$ cat src/rtl/mips_pkg.sv
// Shared types and encodings for the multi-cycle MIPS control path.
// ALU command codes match what the ALU consumes directly.
package mips_pkg;

    typedef enum logic [3:0] {
        S_IDLE,
        S_FETCH,
        S_DECODE,
        S_MEM_ADDR,
        S_MEM_RD,
        S_MEM_WB,
        S_MEM_WR,
        S_R_EXEC,
        S_MUL_WAIT,
        S_R_WB,
        S_IMM_EXEC,
        S_IMM_WB,
        S_BRANCH,
        S_JUMP,
        S_HALT
    } state_e;

    localparam logic [5:0] OP_R    = 6'b000000;
    localparam logic [5:0] OP_LW   = 6'b100011;
    localparam logic [5:0] OP_SW   = 6'b101011;
    localparam logic [5:0] OP_BEQ  = 6'b000100;
    localparam logic [5:0] OP_J    = 6'b000010;
    localparam logic [5:0] OP_ADDI = 6'b001000;
    localparam logic [5:0] OP_ANDI = 6'b001100;
    localparam logic [5:0] OP_ORI  = 6'b001101;

    localparam logic [5:0] FN_ADD = 6'b100000;
    localparam logic [5:0] FN_SUB = 6'b100010;
    localparam logic [5:0] FN_AND = 6'b100100;
    localparam logic [5:0] FN_OR  = 6'b100101;
    localparam logic [5:0] FN_MUL = 6'b011000;

    localparam logic [3:0] ALU_ADD = 4'b0000;
    localparam logic [3:0] ALU_SUB = 4'b0001;
    localparam logic [3:0] ALU_MUL = 4'b0010;
    localparam logic [3:0] ALU_AND = 4'b0110;
    localparam logic [3:0] ALU_OR  = 4'b0111;

    localparam logic [1:0] SRCB_RT     = 2'b00;
    localparam logic [1:0] SRCB_FOUR   = 2'b01;
    localparam logic [1:0] SRCB_IMM    = 2'b10;
    localparam logic [1:0] SRCB_IMM_SH = 2'b11;

    localparam logic [1:0] PCSRC_ALU    = 2'b00;
    localparam logic [1:0] PCSRC_ALUOUT = 2'b01;
    localparam logic [1:0] PCSRC_JUMP   = 2'b10;

endpackage

$ cat src/rtl/mips_multicycle_ctrl_mul_wait_counter.sv
// Fixed-latency multiplier wait counter.
// done fires in the CYCLES-th consecutive enabled cycle after a clear.
module mul_wait_counter #(
    parameter int unsigned CYCLES = 4
) (
    input  logic clk,
    input  logic rst_n,
    input  logic clr,
    input  logic en,
    output logic done
);

    localparam int unsigned W = $clog2(CYCLES + 1);

    logic [W-1:0] cnt_q;
    logic [W-1:0] cnt_d;

    // cnt_q holds the number of wait cycles already completed
    assign done = en && (cnt_q == W'(CYCLES - 1));

    // next count: clear on entry or completion, else step while enabled
    always_comb begin
        cnt_d = cnt_q;
        if (clr || done) begin
            cnt_d = '0;
        end else if (en) begin
            cnt_d = cnt_q + 1'b1;
        end
    end

    // count register
    always_ff @(posedge clk) begin
        if (!rst_n) begin
            cnt_q <= '0;
        end else begin
            cnt_q <= cnt_d;
        end
    end

endmodule

$ cat src/rtl/mips_multicycle_ctrl.sv
// Main control FSM for the multi-cycle MIPS datapath.
// Sequences fetch/decode/execute/mem/wb and drives all datapath selects.
module mips_multicycle_ctrl
    import mips_pkg::*;
#(
    parameter int unsigned MUL_CYCLES = 4
) (
    input  logic       clk,
    input  logic       rst_n,
    input  logic [5:0] opcode,
    input  logic [5:0] funct,
    input  logic       zero,
    input  logic       mem_ready,
    output logic       mem_req,
    output logic       mem_we,
    output logic       iord,
    output logic       ir_write,
    output logic       pc_write,
    output logic       pc_write_cond,
    output logic [1:0] pc_source,
    output logic       alu_src_a,
    output logic [1:0] alu_src_b,
    output logic [3:0] alu_cmd,
    output logic       reg_dst,
    output logic       mem_to_reg,
    output logic       reg_write,
    output logic       instr_done,
    output logic       illegal
);

    state_e state_q;
    state_e state_d;
    logic   illegal_q;
    logic   illegal_d;
    logic   mul_clr;
    logic   mul_en;
    logic   mul_done;

    mul_wait_counter #(
        .CYCLES (MUL_CYCLES)
    ) u_mul_cnt (
        .clk   (clk),
        .rst_n (rst_n),
        .clr   (mul_clr),
        .en    (mul_en),
        .done  (mul_done)
    );

    assign illegal = illegal_q;

    // state and sticky illegal flag registers
    always_ff @(posedge clk) begin
        if (!rst_n) begin
            state_q   <= S_IDLE;
            illegal_q <= 1'b0;
        end else begin
            state_q   <= state_d;
            illegal_q <= illegal_d;
        end
    end

    // next-state and per-state output decode
    always_comb begin
        state_d       = state_q;
        illegal_d     = illegal_q;
        mul_clr       = 1'b0;
        mul_en        = 1'b0;
        mem_req       = 1'b0;
        mem_we        = 1'b0;
        iord          = 1'b0;
        ir_write      = 1'b0;
        pc_write      = 1'b0;
        pc_write_cond = 1'b0;
        pc_source     = PCSRC_ALU;
        alu_src_a     = 1'b0;
        alu_src_b     = SRCB_RT;
        alu_cmd       = ALU_ADD;
        reg_dst       = 1'b0;
        mem_to_reg    = 1'b0;
        reg_write     = 1'b0;
        instr_done    = 1'b0;
        unique case (state_q)
            S_IDLE: begin
                state_d = S_FETCH;
            end
            S_FETCH: begin
                mem_req = 1'b1;
                if (mem_ready) begin
                    ir_write  = 1'b1;
                    pc_write  = 1'b1;
                    alu_src_b = SRCB_FOUR;
                    state_d   = S_DECODE;
                end
            end
            S_DECODE: begin
                alu_src_b = SRCB_IMM_SH;
                case (opcode)
                    OP_R:    state_d = S_R_EXEC;
                    OP_LW,
                    OP_SW:   state_d = S_MEM_ADDR;
                    OP_BEQ:  state_d = S_BRANCH;
                    OP_J:    state_d = S_JUMP;
                    OP_ADDI,
                    OP_ANDI,
                    OP_ORI:  state_d = S_IMM_EXEC;
                    default: begin
                        state_d   = S_HALT;
                        illegal_d = 1'b1;
                    end
                endcase
            end
            S_R_EXEC: begin
                alu_src_a = 1'b1;
                mul_clr   = 1'b1;
                state_d   = S_R_WB;
                case (funct)
                    FN_ADD:  alu_cmd = ALU_ADD;
                    FN_SUB:  alu_cmd = ALU_SUB;
                    FN_AND:  alu_cmd = ALU_AND;
                    FN_OR:   alu_cmd = ALU_OR;
                    FN_MUL: begin
                        alu_cmd = ALU_MUL;
                        state_d = S_MUL_WAIT;
                    end
                    default: begin
                        state_d   = S_HALT;
                        illegal_d = 1'b1;
                    end
                endcase
            end
            S_MUL_WAIT: begin
                alu_src_a = 1'b1;
                alu_cmd   = ALU_MUL;
                mul_en    = 1'b1;
                if (mul_done) begin
                    state_d = S_R_WB;
                end
            end
            S_R_WB: begin
                reg_dst    = 1'b1;
                reg_write  = 1'b1;
                instr_done = 1'b1;
                state_d    = S_FETCH;
            end
            S_MEM_ADDR: begin
                alu_src_a = 1'b1;
                alu_src_b = SRCB_IMM;
                state_d   = (opcode == OP_SW) ? S_MEM_WR : S_MEM_RD;
            end
            S_MEM_RD: begin
                mem_req = 1'b1;
                iord    = 1'b1;
                if (mem_ready) begin
                    state_d = S_MEM_WB;
                end
            end
            S_MEM_WB: begin
                mem_to_reg = 1'b1;
                reg_write  = 1'b1;
                instr_done = 1'b1;
                state_d    = S_FETCH;
            end
            S_MEM_WR: begin
                mem_req = 1'b1;
                mem_we  = 1'b1;
                iord    = 1'b1;
                if (mem_ready) begin
                    instr_done = 1'b1;
                    state_d    = S_FETCH;
                end
            end
            S_IMM_EXEC: begin
                alu_src_a = 1'b1;
                alu_src_b = SRCB_IMM;
                case (opcode)
                    OP_ANDI: alu_cmd = ALU_AND;
                    OP_ORI:  alu_cmd = ALU_OR;
                    default: alu_cmd = ALU_ADD;
                endcase
                state_d = S_IMM_WB;
            end
            S_IMM_WB: begin
                reg_write  = 1'b1;
                instr_done = 1'b1;
                state_d    = S_FETCH;
            end
            S_BRANCH: begin
                alu_src_a     = 1'b1;
                alu_cmd       = ALU_SUB;
                pc_write_cond = 1'b1;
                pc_source     = PCSRC_ALUOUT;
                instr_done    = 1'b1;
                state_d       = S_FETCH;
            end
            S_JUMP: begin
                pc_write   = 1'b1;
                pc_source  = PCSRC_JUMP;
                instr_done = 1'b1;
                state_d    = S_FETCH;
            end
            S_HALT: begin
                state_d = S_HALT;
            end
            default: begin
                state_d = S_IDLE;
            end
        endcase
    end

endmodule

$ cat config.mk
export PLATFORM = sky130hd
export DESIGN_NAME = mips_multicycle_ctrl
export DESIGN_NICKNAME = d
export VERILOG_FILES = /design/src/rtl/mips_pkg.sv /design/src/rtl/mips_multicycle_ctrl_mul_wait_counter.sv /design/src/rtl/mips_multicycle_ctrl.sv
export SDC_FILE = /design/constraint.sdc
export NUM_CORES = 1
export LEC_CHECK = 0
export ABC_AREA = 1
export CORE_MARGIN = 10
export CORE_UTILIZATION = 46
export CTS_CLUSTER_DIAMETER = 50
export DETAILED_ROUTE_END_ITERATION = 7
export PLACE_DENSITY = 0.95
export SLEW_MARGIN = 25
export SYNTH_ARGS = -nofsm -noshare
export SYNTH_HDL_FRONTEND = slang
export SYNTH_SLANG_ARGS = --single-unit
$ cat constraint.sdc
create_clock -name clk -period 2.55 [get_ports clk]
set_input_delay 0.255 -clock clk [delete_from_list [all_inputs] [get_ports clk]]
set_output_delay 0.255 -clock clk [all_outputs]
set_load 0.02 [all_outputs]
=== Word level (Yosys, flattened, before mapping) ===
Index checks and enable logic that the tools add are counted.

* Logic and storage cells: 89
* Input bits: 16
* Register bits after elaboration: 8

* Bitwise operators: 1
* Muxes and demuxes: 31
* $add $sub $neg: 1
* Equal/unequal tests: 33
* Reductions and logical operators: 20

{| class="wikitable"
|+ Operators with widths
! operator !! number
|-
| 4-bit one-hot mux with 10 select lines || 1
|-
| 6-bit equality test (second input constant) || 6
|-
| 4-bit equality test (second input constant) || 7
|-
| 3-bit one-hot mux with 4 select lines || 2
|-
| 4-bit one-hot mux with 5 select lines || 1
|-
| 6-bit by 4-bit equality test with 1-bit output (second input constant) || 3
|-
| 4-bit by 3-bit equality test with 1-bit output (second input constant) || 4
|-
| 4-bit 2-to-1 mux || 4
|-
| 1-bit 2-to-1 mux || 15
|-
| 5-bit OR reduction || 3
|-
| 3-bit one-hot mux with 2 select lines || 2
|-
| 2-bit != test (second input constant) || 5
|-
| 3-bit OR reduction || 3
|-
| 4-bit by 2-bit equality test with 1-bit output (second input constant) || 2
|-
| 2-bit OR reduction || 4
|-
| 8-bit OR reduction || 1
|-
| 6-bit by 2-bit equality test with 1-bit output (second input constant) || 1
|-
| 6-bit by 3-bit equality test with 1-bit output (second input constant) || 1
|-
| 6-bit by 5-bit equality test with 1-bit output (second input constant) || 1
|-
| 6-bit zero test || 1
|-
| 1-bit one-hot mux with 2 select lines || 3
|-
| 2-bit one-hot mux with 3 select lines || 1
|-
| 6-bit OR reduction || 1
|-
| 4-bit by 1-bit equality test with 1-bit output (second input constant) || 1
|-
| 13 further kinds || 13
|}

=== Longest topological paths before layout ===
* Depth after elaboration: 5
* Depth in mapped cells: 9

=== Cells and area by module ===
A second synthesis with hierarchy kept.

* Cells, all modules: 162
* Area total of the unflattened synthesis: 917.1 um^2

{| class="wikitable"
|+ By module, submodules not included
! module !! cells an instance !! area each (um^2) !! times used !! sequential area each (um^2)
|-
| mips_multicycle_ctrl || 135 || 742.0 || 1 || 100.1
|-
| mul_wait_counter || 27 || 175.2 || 1 || 60.1
|}

=== Least setup slack after synthesis ===
Ideal clock, no wire load.

* Path type: register to output
* Start: reg state_q[3]
* End: out alu_src_a
* Cell stages (with the launch flop): 5
* Data arrival time: 1288 ps
* Slack: 1007 ps
* Path buffers: 0
* Data required time: 2295 ps
* Path through: dfxtp_1 -> nand2_1 -> nor2_1 -> nor2_1 -> nand3b_1

* Longest elaborated chain between the ends: 3

{| class="wikitable"
|+ Ends and longest elaborated chain
! element !! line !! RTL
|-
| start: declaration || mips_multicycle_ctrl.sv:31 || <nowiki>state_e state_q;</nowiki>
|-
| start signal: assignment || mips_multicycle_ctrl.sv:57 || <nowiki>state_q <= state_d;</nowiki>
|-
| 4-bit equality test, or another cell as far along || mips_multicycle_ctrl.sv:82 || <nowiki>unique case (state_q)</nowiki>
|-
| 5-bit OR reduction (no source line) (*) || n/a ||
|-
| 1-bit 2-to-1 mux (*) || mips_multicycle_ctrl.sv:82 ||
|-
| end: declaration || mips_multicycle_ctrl.sv:21 || <nowiki>output logic alu_src_a,</nowiki>
|}

Every way passes the cells marked *; elsewhere a longest branch is shown, timed or not.

=== Worst setup path in the final report ===
* Start: in opcode[5]
* End: out alu_cmd[0]

* Longest elaborated chain between the ends: 3

{| class="wikitable"
|+ Ends and longest elaborated chain
! element !! line !! RTL
|-
| start: declaration || mips_multicycle_ctrl.sv:10 || <nowiki>input logic [5:0] opcode,</nowiki>
|-
| 6-bit by 4-bit equality test with 1-bit output || mips_multicycle_ctrl.sv:175 || <nowiki>case (opcode)</nowiki>
|-
| 3-bit one-hot mux with 2 select lines (*) || mips_multicycle_ctrl.sv:175 ||
|-
| 3-bit one-hot mux with 4 select lines (*) || mips_multicycle_ctrl.sv:82 ||
|-
| end: declaration || mips_multicycle_ctrl.sv:23 || <nowiki>output logic [3:0] alu_cmd,</nowiki>
|}

Marks and branches as above.

==> flow_metrics.tcl <==
set metrics [dict create \
    arrival_ps 2080 \
    r2r-start "state_q[3]" \
    rows 15 \
    tns_ps 0 \
    end_kind "output pin" \
    grt_usage_pct 13.5 \
    critPathRequiredTime_ps 2300 \
    layout-drive-gt1-share_pct 8.81 \
    r2r-end "state_q[0]" \
    synth.cell_area_um2 888 \
    hold_viol 0 \
    core_area_um2 1780 \
    dr.first_iter.drc_count 85 \
    power_mw 1.01 \
    post-route-period-util_pct 91.5 \
    die_area_um2 4090 \
    reg2reg_setup_slack_ps 1170 \
    grt_max_degree 8 \
    maxCapViolations 0 \
    worstSkewPairLatency_ps 260 \
    cts_tree "built" \
    portBuffers 33 \
    yosysSeqAreaShare_pct 18.0 \
    avgSynthCellArea_um2 5.59 \
    grt_pass1_vias 1085 \
    fin_skew_ps 2.34 \
    fmax_ghz 0.429 \
    finalWirelength_mm 2.76 \
    powerDensity_nw_per_um2 806 \
    cts-htree-levels 1 \
    ys_ff_latch 8 \
    fin_crit_ps 2330 \
    crit_start "opcode[5]" \
    via_count 1105 \
    hold_path_depth 2 \
    clock_path_buffers 2 \
    yosys.area.top_type_share_pct 18.0 \
    die_height_um 63.9 \
    hold_path.class "flop to flop" \
    dpl.hpwl_mm 2.33 \
    numCtsBuffers 3 \
    setup_viol 0 \
    slew_violations 0 \
    status "finished, final reports clean" \
    min_from "u_mul_cnt.cnt_q[2]" \
    holdPathEnd "u_mul_cnt.cnt_q[2]" \
    synth_area_leaders "dfxtp_1 18%, nor2_1 16%, nand2_1 12%" \
    clk_pin_slew_worst_paths_ps 50 \
    crit_type "primary input to output pin" \
    synth_fp_nets 177 \
    r2r_cells 9 \
    cts_sinks 8 \
    cts-root-buf "clkbuf_4" \
    antenna_found_initial 0 \
    die_w_um 63.9 \
    crit_fanout 4 \
    drtPass1Iterations 4 \
    power_leakage_nw 0.530 \
    ant_nets 0 \
    num-nets-final 213 \
    syn_to_final_growth_pct 41.5 \
    vias_per_cell 5.07 \
    utilization_pct 70.5 \
    cts_resized 0 \
    synth_cell_types 24 \
    postCtsSetupRepairBufs 0 \
    io_pins 36 \
    hold_buffers 0 \
    synth_cells 159 \
    post_drt_wl_per_cell_um 12.7 \
    yosysWarnings 0 \
    ir_drop_mv 0.630 \
    start_util_pct 49.8 \
    rsz0062_at_grt "false" \
    diodes 0 \
    grt_pass1_wl_mm 4.75 \
    gp_congestion 0.860 \
    synth_top_area_cell "dfxtp_1" \
    overflow 0 \
    drc 0 \
    critPathLaunchType "primary input" \
]
routing by layer:
layer | up-vias | wire [µm] | share of wire, % | track usage [%]
met5 | - | 0 | 0 | 0
met4 | 0 | 35 | 1.3 | 4.10
met3 | 4 | 165 | 6.0 | 2.79
met2 | 39 | 1360 | 49 | 23.9
met1 | 490 | 1200 | 44 | 15.8
li1 | 572 | - | - | -
worst max-delay path, cell delays in order:
cell             delay, ps
clkdlybuf4s50_1        450
nor2_1                 240
nand2_1                140
nor2_1                 190
a21oi_1                 90
o211ai_1                90
clkdlybuf4s50_1        630
kinds of logic (layout without fill, tap and decap cells):
family / Yosys count / count (layout) / synth area share, %
other: 1 / 1 / 0.422
buffers and inverters: 27 / 61 / 12.3
xor gates and xnor gates: 1 / 1 / 0.986
DFF: 8 / 8 / 18.0
AOI/OAI and AO/OA: 18 / 18 / 12.7
and+or+nand+nor: 102 / 102 / 52.8
adders and majority gates: 2 / 2 / 2.82
final cells by class:
| cell class | count | area, µm² |
|---|---|---|
| Clock buffer | 3 | 22.5 |
| Timing Repair Buffer | 33 | 330 |
| Multi-Input combinational cell | 124 | 619 |
| Sequential cell | 8 | 160 |
| Inverter | 25 | 93.8 |
| Fill cell | 156 | 526 |
| Tap cell | 25 | 31.3 |
placed cells by master, fill, tap and decap left out:
master and n:
xnor2_1 1, or2_0 2, o211ai_1 3, ha_1 2
nand2_1 28, nor2_1 38, o21ai_0 2, nand3b_1 3
nor2_2 1, conb_1 1, a31oi_1 1, nand2_2 6
nand3_1 17, dfxtp_1 8, nor3_1 1, inv_2 2
o22ai_1 2, inv_1 23, nor2_4 3, o21ai_2 1
clkdlybuf4s50_1 33, a22oi_2 1, nand4_1 3, a21oi_1 8
clkbuf_4 3
sequential cells by signal (all words and copies together), names as in the netlist:
name and flops:
state_q 4, u_mul_cnt.cnt_q 3, illegal 1
through the flow:
| step | setup WS [ps] | cells | area (µm²) | hold slack, ps |
|---|---|---|---|---|
| after global routing | 108 | 218 | 1260 | 490 |
| after CTS | 224 | 218 | 1260 | 469 |
| after floorplan | 1010 | 159 | 888 | 439 |
| after detailed placement | 225 | 215 | 1230 | 460 |
| final | 217 | 218 | 1260 | 463 |
| after global placement | 283 | 215 | 1230 | 450 |
worst max path at each step:
stage               slack, ps  cells after the start          to
global route              110                      7  alu_cmd[0]
CTS                       220                      7  alu_cmd[0]
finish                    220                      7  alu_cmd[0]
floorplan                1010                      4   alu_src_a
detailed placement        230                      7  alu_cmd[0]
global placement          280                      7  alu_cmd[0]
power by group:
part | switching (mW) | internal, mW | leakage, nW | total [mW]
sequential | 0.0474 | 0.160 | 0.0652 | 0.207
combinational | 0.428 | 0.279 | 0.451 | 0.707
clock | 0.0460 | 0.0541 | 0.0138 | 0.100
synthesized netlist by cell type:
master    number
buf_4          2
o22ai_1        2
inv_2          2
conb_1         1
a22oi_2        1
nor2_2         1
or2_0          2
nor2_1        38
nor2_4         3
o211ai_1       3
nor3_1         1
nand2_2        6
nand3_1       17
ha_1           2
a21oi_1        8
nand3b_1       3
nand2_1       28
o21ai_2        1
dfxtp_1        8
o21ai_0        2
nand4_1        3
inv_1         23
a31oi_1        1
xnor2_1        1
Power figures use the tool's default switching activity.
